===== config.mk =====
export PLATFORM = sky130hd
export DESIGN_NAME = iir_out_collector
export DESIGN_NICKNAME = d
export VERILOG_FILES = /design/src/rtl/iir_out_collector.sv
export SDC_FILE = /design/constraint.sdc
export NUM_CORES = 1
export LEC_CHECK = 0
export ABC_AREA = 0
export CAP_MARGIN = 20
export CORE_UTILIZATION = 55
export CTS_BUF_LIST = sky130_fd_sc_hd__clkbuf_16
export DETAILED_ROUTE_END_ITERATION = 12
export PLACE_DENSITY = 0.74
export SETUP_SLACK_MARGIN = 0.4
export SLEW_MARGIN = 20
export SYNTH_ARGS = -nofsm -noshare
export SYNTH_HDL_FRONTEND = slang
export SYNTH_SLANG_ARGS = --single-unit

===== constraint.sdc =====
create_clock -name clk -period 4.7 [get_ports clk]
set_clock_uncertainty 0.2 [all_clocks]
set_input_delay 0.705 -clock clk [delete_from_list [all_inputs] [get_ports clk]]
set_output_delay 0.705 -clock clk [all_outputs]
set_load 0.05 [all_outputs]

===== src/rtl/iir_out_collector.sv =====
// Collects IIR filter results (ce_out/Out1), rounds and saturates them to the
// sample width, and queues them in a first-word fall-through FIFO drained over valid/ready.
module iir_out_collector #(
  parameter int IN_W  = 40,
  parameter int OUT_W = 24,
  parameter int SHIFT = 16,
  parameter int DEPTH = 16,
  parameter int CNT_W = 16
) (
  input  logic                       clk,
  input  logic                       reset_n,
  input  logic                       ce_out,
  input  logic signed [IN_W-1:0]     Out1,
  output logic                       m_valid,
  input  logic                       m_ready,
  output logic        [OUT_W-1:0]    m_data,
  output logic        [$clog2(DEPTH):0] level,
  output logic                       overflow,
  output logic        [CNT_W-1:0]    sat_cnt,
  output logic        [CNT_W-1:0]    drop_cnt,
  input  logic                       clr_stats
);

  localparam int PTR_W = $clog2(DEPTH);
  localparam int LVL_W = PTR_W + 1;
  localparam logic        [IN_W:0] ROUND   = {{IN_W{1'b0}}, 1'b1} << (SHIFT - 1);
  localparam logic signed [IN_W:0] SAT_MAX = {{(IN_W - OUT_W + 2){1'b0}}, {(OUT_W - 1){1'b1}}};
  localparam logic signed [IN_W:0] SAT_MIN = {{(IN_W - OUT_W + 2){1'b1}}, {(OUT_W - 1){1'b0}}};

  // Handshake: a sample transfers on the rising edge where m_valid and m_ready are
  // both 1; m_data and m_valid are held while m_valid is 1 and m_ready is 0.

  logic signed [IN_W:0]  w_sum;
  logic signed [IN_W:0]  w_rnd;
  logic                  w_sat_hi;
  logic                  w_sat_lo;
  logic [OUT_W-1:0]      w_sat_data;
  logic                  w_pop;
  logic                  w_full;
  logic                  w_push;
  logic                  w_drop;
  logic                  w_sat_evt;

  logic                  r_s1_v;
  logic signed [IN_W:0]  r_s1_r;
  logic                  r_s2_v;
  logic [OUT_W-1:0]      r_s2_data;
  logic                  r_s2_sat;
  logic [OUT_W-1:0]      r_mem [DEPTH];
  logic [PTR_W-1:0]      r_wr_ptr;
  logic [PTR_W-1:0]      r_rd_ptr;
  logic [LVL_W-1:0]      r_level;
  logic                  r_overflow;
  logic [CNT_W-1:0]      r_sat_cnt;
  logic [CNT_W-1:0]      r_drop_cnt;

  // One extra bit of headroom so the rounding offset can never wrap the top value.
  assign w_sum = $signed({Out1[IN_W-1], Out1}) + $signed(ROUND);
  assign w_rnd = w_sum >>> SHIFT;

  always_ff @(posedge clk or negedge reset_n) begin
    if (!reset_n) begin
      r_s1_v <= 1'b0;
      r_s1_r <= '0;
    end else begin
      r_s1_v <= ce_out;
      if (ce_out) r_s1_r <= w_rnd;
    end
  end

  assign w_sat_hi = (r_s1_r > SAT_MAX);
  assign w_sat_lo = (r_s1_r < SAT_MIN);

  always_comb begin
    w_sat_data = r_s1_r[OUT_W-1:0];
    if (w_sat_hi)      w_sat_data = SAT_MAX[OUT_W-1:0];
    else if (w_sat_lo) w_sat_data = SAT_MIN[OUT_W-1:0];
  end

  always_ff @(posedge clk or negedge reset_n) begin
    if (!reset_n) begin
      r_s2_v    <= 1'b0;
      r_s2_data <= '0;
      r_s2_sat  <= 1'b0;
    end else begin
      r_s2_v <= r_s1_v;
      if (r_s1_v) begin
        r_s2_data <= w_sat_data;
        r_s2_sat  <= w_sat_hi | w_sat_lo;
      end
    end
  end

  // When full, a write is only accepted if the head is leaving in the same cycle.
  assign w_pop     = m_valid & m_ready;
  assign w_full    = (r_level == LVL_W'(DEPTH));
  assign w_push    = r_s2_v & (~w_full | w_pop);
  assign w_drop    = r_s2_v & w_full & ~w_pop;
  assign w_sat_evt = r_s2_v & r_s2_sat;

  always_ff @(posedge clk) begin
    if (w_push) r_mem[r_wr_ptr] <= r_s2_data;
  end

  always_ff @(posedge clk or negedge reset_n) begin
    if (!reset_n) begin
      r_wr_ptr <= '0;
      r_rd_ptr <= '0;
      r_level  <= '0;
    end else begin
      if (w_push) r_wr_ptr <= r_wr_ptr + PTR_W'(1);
      if (w_pop)  r_rd_ptr <= r_rd_ptr + PTR_W'(1);
      case ({w_push, w_pop})
        2'b10:   r_level <= r_level + LVL_W'(1);
        2'b01:   r_level <= r_level - LVL_W'(1);
        default: r_level <= r_level;
      endcase
    end
  end

  always_ff @(posedge clk or negedge reset_n) begin
    if (!reset_n) begin
      r_overflow <= 1'b0;
      r_sat_cnt  <= '0;
      r_drop_cnt <= '0;
    end else if (clr_stats) begin
      r_overflow <= 1'b0;
      r_sat_cnt  <= '0;
      r_drop_cnt <= '0;
    end else begin
      if (w_drop) r_overflow <= 1'b1;
      if (w_drop && !(&r_drop_cnt))   r_drop_cnt <= r_drop_cnt + CNT_W'(1);
      if (w_sat_evt && !(&r_sat_cnt)) r_sat_cnt  <= r_sat_cnt + CNT_W'(1);
    end
  end

  assign m_valid  = (r_level != '0);
  assign m_data   = m_valid ? r_mem[r_rd_ptr] : '0;
  assign level    = r_level;
  assign overflow = r_overflow;
  assign sat_cnt  = r_sat_cnt;
  assign drop_cnt = r_drop_cnt;

endmodule


==> results of run 1 <==
## cell usage after synthesis (all sizes together), types with 2 or more instances
cell	n	area [µm²]
o21ai	8	40.0
mux4	120	2710
nor4	11	103
nor3	17	90.1
ha	10	125
nor4b	2	23.8
or2	2	12.5
or3	2	12.5
a2111oi	3	38.8
nand2b	5	31.3
xnor2	45	394
and3	11	68.8
nand2	63	239
mux2i	4	40.0
xor2	13	114
dfrtp	98	2450
buf	30	191
nor2b	5	31.3
nor2	99	379
or4	3	22.5
o211a	2	20.0
edfxtp	384	11500
nand3	20	100
inv	14	52.6
nand4	17	106
a31oi	7	43.8
a211oi	6	45.0
a21oi	55	275
clkbuf	33	124
and2	30	188
mux2	26	293
and4	4	35.0
## worst max path at each step
stage	from	end	slack, ns	cells after the start
finish	r_rd_ptr[0]$_DFFE_PN0N_	m_data[5]	0.55	6
global route	r_rd_ptr[0]$_DFFE_PN0N_	m_data[4]	0.42	6
CTS	r_rd_ptr[0]$_DFFE_PN0N_	m_data[6]	0.42	6
detailed placement	r_rd_ptr[0]$_DFFE_PN0N_	m_data[6]	0.75	6
global placement	r_rd_ptr[0]$_DFFE_PN0N_	m_data[7]	0.79	6
floorplan	level[0]$_DFFE_PN0P_	r_mem[0][0]$_DFFE_PP_	0.90	6
## power by group
group          switching (mW)  internal, mW
clock network            1.55          1.94
registers               0.521          5.24
logic                    2.41          1.89
## per-stage QoR
step	cells	setup slack [ns]
floorplan	1159	0.897
global placement	1691	0.791
detailed placement	1691	0.755
CTS	1779	0.415
global route	1780	0.417
finish	1780	0.545
## metal layers
layer | vias to the layer above | track usage (%) | part of all wire (%)
li1 | 4773 | - | -
met1 | 5480 | 31.3 | 40
met2 | 339 | 38.8 | 51
met3 | 81 | 3.67 | 6.1
met4 | 2 | 7.21 | 2.7
met5 | - | 0 | 0.034
## area by class of cell
class,count,area [µm²]
multi-input combinational,600,5730
fill,2467,12600
timing repair buffer,135,1350
clock buffer,47,1180
sequential,482,14000
tap,461,577
clock inverter,41,265
inverter,14,52.6
## placed cells by master, fill, tap and decap left out, types with 8 or more instances in the layout
master and count:
a21oi_1 55, and2_1 28, and3_1 11, buf_12 8, buf_4 34, clkbuf_16 48
clkdlybuf4s50_1 67, clkinv_2 8, dfrtp_1 94, dlygate4sd2_1 24, edfxtp_1 384, ha_1 10
inv_1 31, mux2_2 25, mux4_2 118, nand2_1 62, nand3_1 20, nand4_1 17
nor2_1 86, nor2_2 12, nor3_1 12, xnor2_1 45, xor2_1 13
## critical path, delay by kind of cell (launching register included)
kind | cells | cell delay, ns
buffers and inverters | 3 | 0.84
multiplexers | 2 | 1.03
AND/OR/NAND/NOR | 1 | 0.16
flip-flops | 1 | 0.62
## logic make-up after synthesis
family,after synthesis,share of synthesized area [%]
compound gates,89,2.64
buf+inv,77,1.84
fa+ha+maj,10,0.624
mux,150,15.2
simple gates,293,7.38
xor+xnor,58,2.54
flops,482,69.8
## flip-flops by register name (all words and copies together) (netlist names)
name,cells
r_s1_v,1
r_rd_ptr,4
r_s2_v,1
r_wr_ptr,4
r_s2_sat,1
r_s2_data,24
level,5
overflow,1
r_s1_r,25
sat_cnt,16
r_mem,384
drop_cnt,16
## timing repair
action,4_1_cts,5_1_grt
gates resized for setup,24,1
gates cloned,0,1
setup endpoints to repair,24,7
==> run summary, run 1 <==
critical path class: register to output pin
critical-path cell list: buf_16 > buf_12 > mux4_2 > mux4_2 > and2_1 > dlygate4sd2_1
number of flops mapped to enable cells by yosys: 384
leak pwr: 7.81 nW
die span in x: 193 µm
Num CTS Buffers: 47
Layout Utilization: 64.8%
Initial Util: 56.1%
Hold Worst Slack: 0.0607 ns
final setup TNS: 0 ns
#FFs+latches synth: 482
routed length per instance: 23.2 µm
root buffer cell: clkbuf_16
post-route design area: 23,100 µm²
GRT Overall Usage: 23.2%
CP required: 3.80 ns
Syn Area/Cell: 17.3 µm²
Max Slew Vio Count: 0
Crit-path slowest cell: dfrtp_4
I/O pin cnt: 108
drt pass-1 iters: 9
CTS tree: yes
RSZ-0062 raised after global routing: no
Post-CTS Hold Buffers: 0
Post-Route WL: 41,300 µm
DRC viols: 10
ys async rst share: 20.3%
Slew headroom: 34.0%
HP Class: input pin to asynchronous set/reset pin
most common flop cell mapped by yosys: edfxtp_1
routed via count: 10.7k
Max-Cap Viols: 0
Rows: 69
Design Power: 13.6 mW
failing checks: DRC
register area share after synthesis: 69.8%
Final Hold Fails: 0
initial antenna violation count: 1
dpl hpwl: 24,600 µm
global-route wire length before repair: 63,000 µm
Yosys Warn Count: 0
IO Port Bufs: 92
Core Region: 35,700 µm²
htree depth: 2
achievable frequency: 241 MHz
crit path time final: 4.15 ns
outcome: finished, violations left
R2R depth: 13
crit path max fanout: 17
r2r setup slk: 1.05 ns
Ant. Diodes: 0
largest net degree at the start of global routing: 71
slowest stage delay, CP: 0.62 ns
synthesized net count: 1,214
routability congestion estimate: 0.838
Clock transition at path regs: 0.06 ns
most frequent cell on the critical path: mux4_2
Layout area overhead: 15.5%
Syn Inst Count: 1,159
Clock Tree Buf Depth: 3
setup bufs post-CTS: 0
fraction of layout cells with a size suffix above 1: 21.7%
nets: 1,335
Unique masters post-synth: 58
vias in the first global route: 10.7k
setup violators final: 0
crit path DAT: 3.25 ns
vias per cell: 6.00
die footprint: 37,200 µm²
antenna-violating nets left: 0
chip height: 193 µm
r2r startpoint: level[1]$_DFFE_PN0P_
Worst-Skew Late Latency: 0.57 ns
grt total ovfl: 0
Cell Area, Synth: 20,000 µm²
clock sink count: 482
CP Capture Type: output pin
final period utilization: 88.4%
Placed Area: 21,700 µm²
actual slew at the worst max-slew pin: 0.987 ns
VDD IR max: 0.294 mV
PwrDens: 586 nW/µm²
DRT iter0 DRCs: 1,034
Startpoint Class: register
Worst R2R End: level[4]$_DFFE_PN0P_
Power figures use the tool's default switching activity.
==> inputs of run 2 (changes only) <==
Settings changed: CAP_MARGIN 20 to not set, CTS_CLUSTER_SIZE set to 28, SKIP_LAST_GASP set to 1.
==> results of run 2 <==
The final DEF is identical to that of run 1; final timing and power are the same.
==> inputs of run 3 (changes only) <==
Clock period 4.7 ns to 4.3 ns, I/O delays scaled along.
==> run 3 against run 2 <==
The flow still finishes with violations (DRC). Final area rose by 0.33%. Worst setup slack got worse by 0.095 ns. Utilization grew 0.21 points. Global-route usage is 0.11 points higher. Non-clock buffer count unchanged. Critical path type unchanged. Highest routed layer is now met4.
==> run summary, run 3 (synthesis gave the netlist of run 1 again) <==
Worst-Skew Late Latency: 0.56 ns (about the same)
internal power: 10.2 mW (+13%)
routed length per instance: 23.3 µm (+0.72%)
Final Hold Fails: 0 (unchanged)
drt pass-1 iters: 9 (unchanged)
Hold Worst Slack: 0.314 ns (+0.254 ns)
Max Slew Vio Count: 0 (unchanged)
Post-Route WL: 41,600 µm (+0.78%)
grt total ovfl: 0 (unchanged)
Initial Util: 56.1% (unchanged)
CP required: 3.45 ns (-0.35 ns)
NetSw: 4.91 mW (+9.7%)
chip height: 193 µm (unchanged)
Placed Area: 21,600 µm² (-0.57%)
achievable frequency: 260 MHz
Ant. Diodes: 0 (unchanged)
critical-path cell list: clkbuf_2 > buf_4 > mux4_2 > mux4_2 > and2_1 > dlygate4sd2_1
clock group share of total power: 26.8% (+1.0 points)
hold path cells: 2
CTS tree: yes
Layout area overhead: 15.9%
outcome: finished, violations left
R2R depth: 13 (unchanged)
Crit-path slowest cell: dfrtp_4
actual slew at the worst max-slew pin: 0.864 ns (-0.123 ns)
routed via count: 10.7k (+0.49%)
initial antenna violation count: 0 (-1)
crit path time final: 3.85 ns
switching part of the total: 32.5% (-0.57 points)
DRC viols: 10 (unchanged)
VDD IR max: 0.385 mV (+31%)
post-route design area: 23,200 µm² (+0.33%)
vias per cell: 6.02 (+0.43%)
slowest stage delay, CP: 0.52 ns (-0.10 ns)
leak pwr: 7.82 nW (+0.20%)
commonest non-fill, non-tap cell in the layout: edfxtp_1
IO Port Bufs: 92 (unchanged)
Layout fillers: 2,462 (-0.20%)
GRT Overall Usage: 23.3% (+0.11 points)
failing checks: DRC
Gate power share: 31.6% (about the same)
setup violators final: 0 (unchanged)
Clock Tree Buf Depth: 3 (unchanged)
dpl hpwl: 24,000 µm (-2.8%)
clock sink count: 482 (unchanged)
Reg with most FFs: r_mem
largest net degree at the start of global routing: 59 (-17%)
Largest register FFs: 384 (unchanged)
die span in x: 193 µm (unchanged)
Slew headroom: 42.4% (+8.4 points)
crit path DAT: 3.00 ns (-0.25 ns)
most frequent cell on the critical path: mux4_2
Startpoint Class: register
Design Power: 15.1 mW (+12%)
Seq pwr share: 41.6% (-0.9 points)
Core Region: 35,700 µm² (unchanged)
die footprint: 37,200 µm² (unchanged)
Largest regs: r_mem: 384 flops, r_s1_r: 25 flops, r_s2_data: 24 flops
final period utilization: 89.5%
htree depth: 2 (unchanged)
crit path max fanout: 6 (-11)
RSZ-0062 raised after global routing: yes
Max-Cap Viols: 0 (unchanged)
area of the multi-input gates: 5730 µm² (unchanged)
Seq. cell area: 14,000 µm² (unchanged)
nets: 1,336 (+0.075%)
antenna-violating nets left: 0 (unchanged)
vias in the first global route: 10.6k (-0.86%)
root buffer cell: clkbuf_16
Rows: 69 (unchanged)
CP Capture Type: output pin
PwrDens: 651 nW/µm² (+11%)
global-route wire length before repair: 63,500 µm (+0.92%)
most frequent cells in the layout: 384 x edfxtp_1, 118 x mux4_2, 94 x dfrtp_1
I/O pin cnt: 108 (unchanged)
Num CTS Buffers: 48 (+2.1%)
routability congestion estimate: 0.805 (-4.0%)
HP Class: register to register
Clock transition at path regs: 0.06 ns (about the same)
final setup TNS: 0 ns (unchanged)
DRT iter0 DRCs: 967 (-6.5%)
fraction of layout cells with a size suffix above 1: 23.2% (+1.5 points)
critical path class: register to output pin
## run 3: timing repair
item                                    in CTS  in global routing
setup buffers                                0                  6
endpoints found under the setup margin      19                 23
gates resized for setup                     25                  5
hold buffers                                 1                  0
gates cloned                                 1                  0
hold endpoints to repair                    40                  0
## run 3: cell type report
| class | instances | area share (%) |
|---|---|---|
| clock inverter | 40 | 1.30 |
| multi-input combinational | 600 | 24.7 |
| timing repair buffer | 135 | 5.76 |
| inverter | 14 | 0.226 |
| sequential | 482 | 60.3 |
| clock buffer | 49 | 5.28 |
| tap | 461 | 2.48 |
## run 3: power groups by stage
stage | clock network [mW] | logic, mW | registers, mW
after global placement | 0 | 4.70 | 6.33
after detailed placement | 0 | 4.77 | 6.38
after floorplan | 0 | 3.52 | 6.15
after CTS | 4.11 | 4.80 | 6.30
final | 4.05 | 4.78 | 6.30
after global routing | 4.30 | 5.06 | 6.36
## run 3: metal layers
layer  up-vias  track usage (%)  part of all wire [%]
li1       4766                -                     -
met1      5499             32.1                    41
met2       397             38.9                    51
met3        65             3.29                   6.0
met4         0             6.57                   2.2
met5         -                0                     0
## run 3: critical path, delay by kind of cell, from the launching register on
family,cells,cell delay (ns)
buffers and inverters,3,0.75
muxes,2,1.00
DFF,1,0.52
and+or+nand+nor,1,0.18
## run 3: final timing paths
check / start / to / slack (ns)
setup reg to reg: level[1]$_DFFE_PN0P_ / level[4]$_DFFE_PN0P_ / 0.71
hold / removal: overflow$_DFFE_PN0P_ / overflow$_DFFE_PN0P_ / 0.31
hold reg to reg: overflow$_DFFE_PN0P_ / overflow$_DFFE_PN0P_ / 0.31
max in group asynchronous: reset_n / r_s2_data[4]$_DFFE_PN0P_ / 2.74
setup / recovery: r_rd_ptr[0]$_DFFE_PN0N_ / m_data[19] / 0.45
min in group asynchronous: reset_n / sat_cnt[14]$_DFFE_PN0P_ / 0.43
## run 3: metrics by stage
stage / instances / utilization, % / worst slack [ns]
6_report: 1781 / 65.0 / 0.450
3_3_place_gp: 1684 / 60.4 / 0.685
4_1_cts: 1775 / 64.8 / 0.264
3_5_place_dp: 1684 / 60.4 / 0.665
2_1_floorplan: 1159 / - / 0.497
5_1_grt: 1781 / 65.0 / 0.373
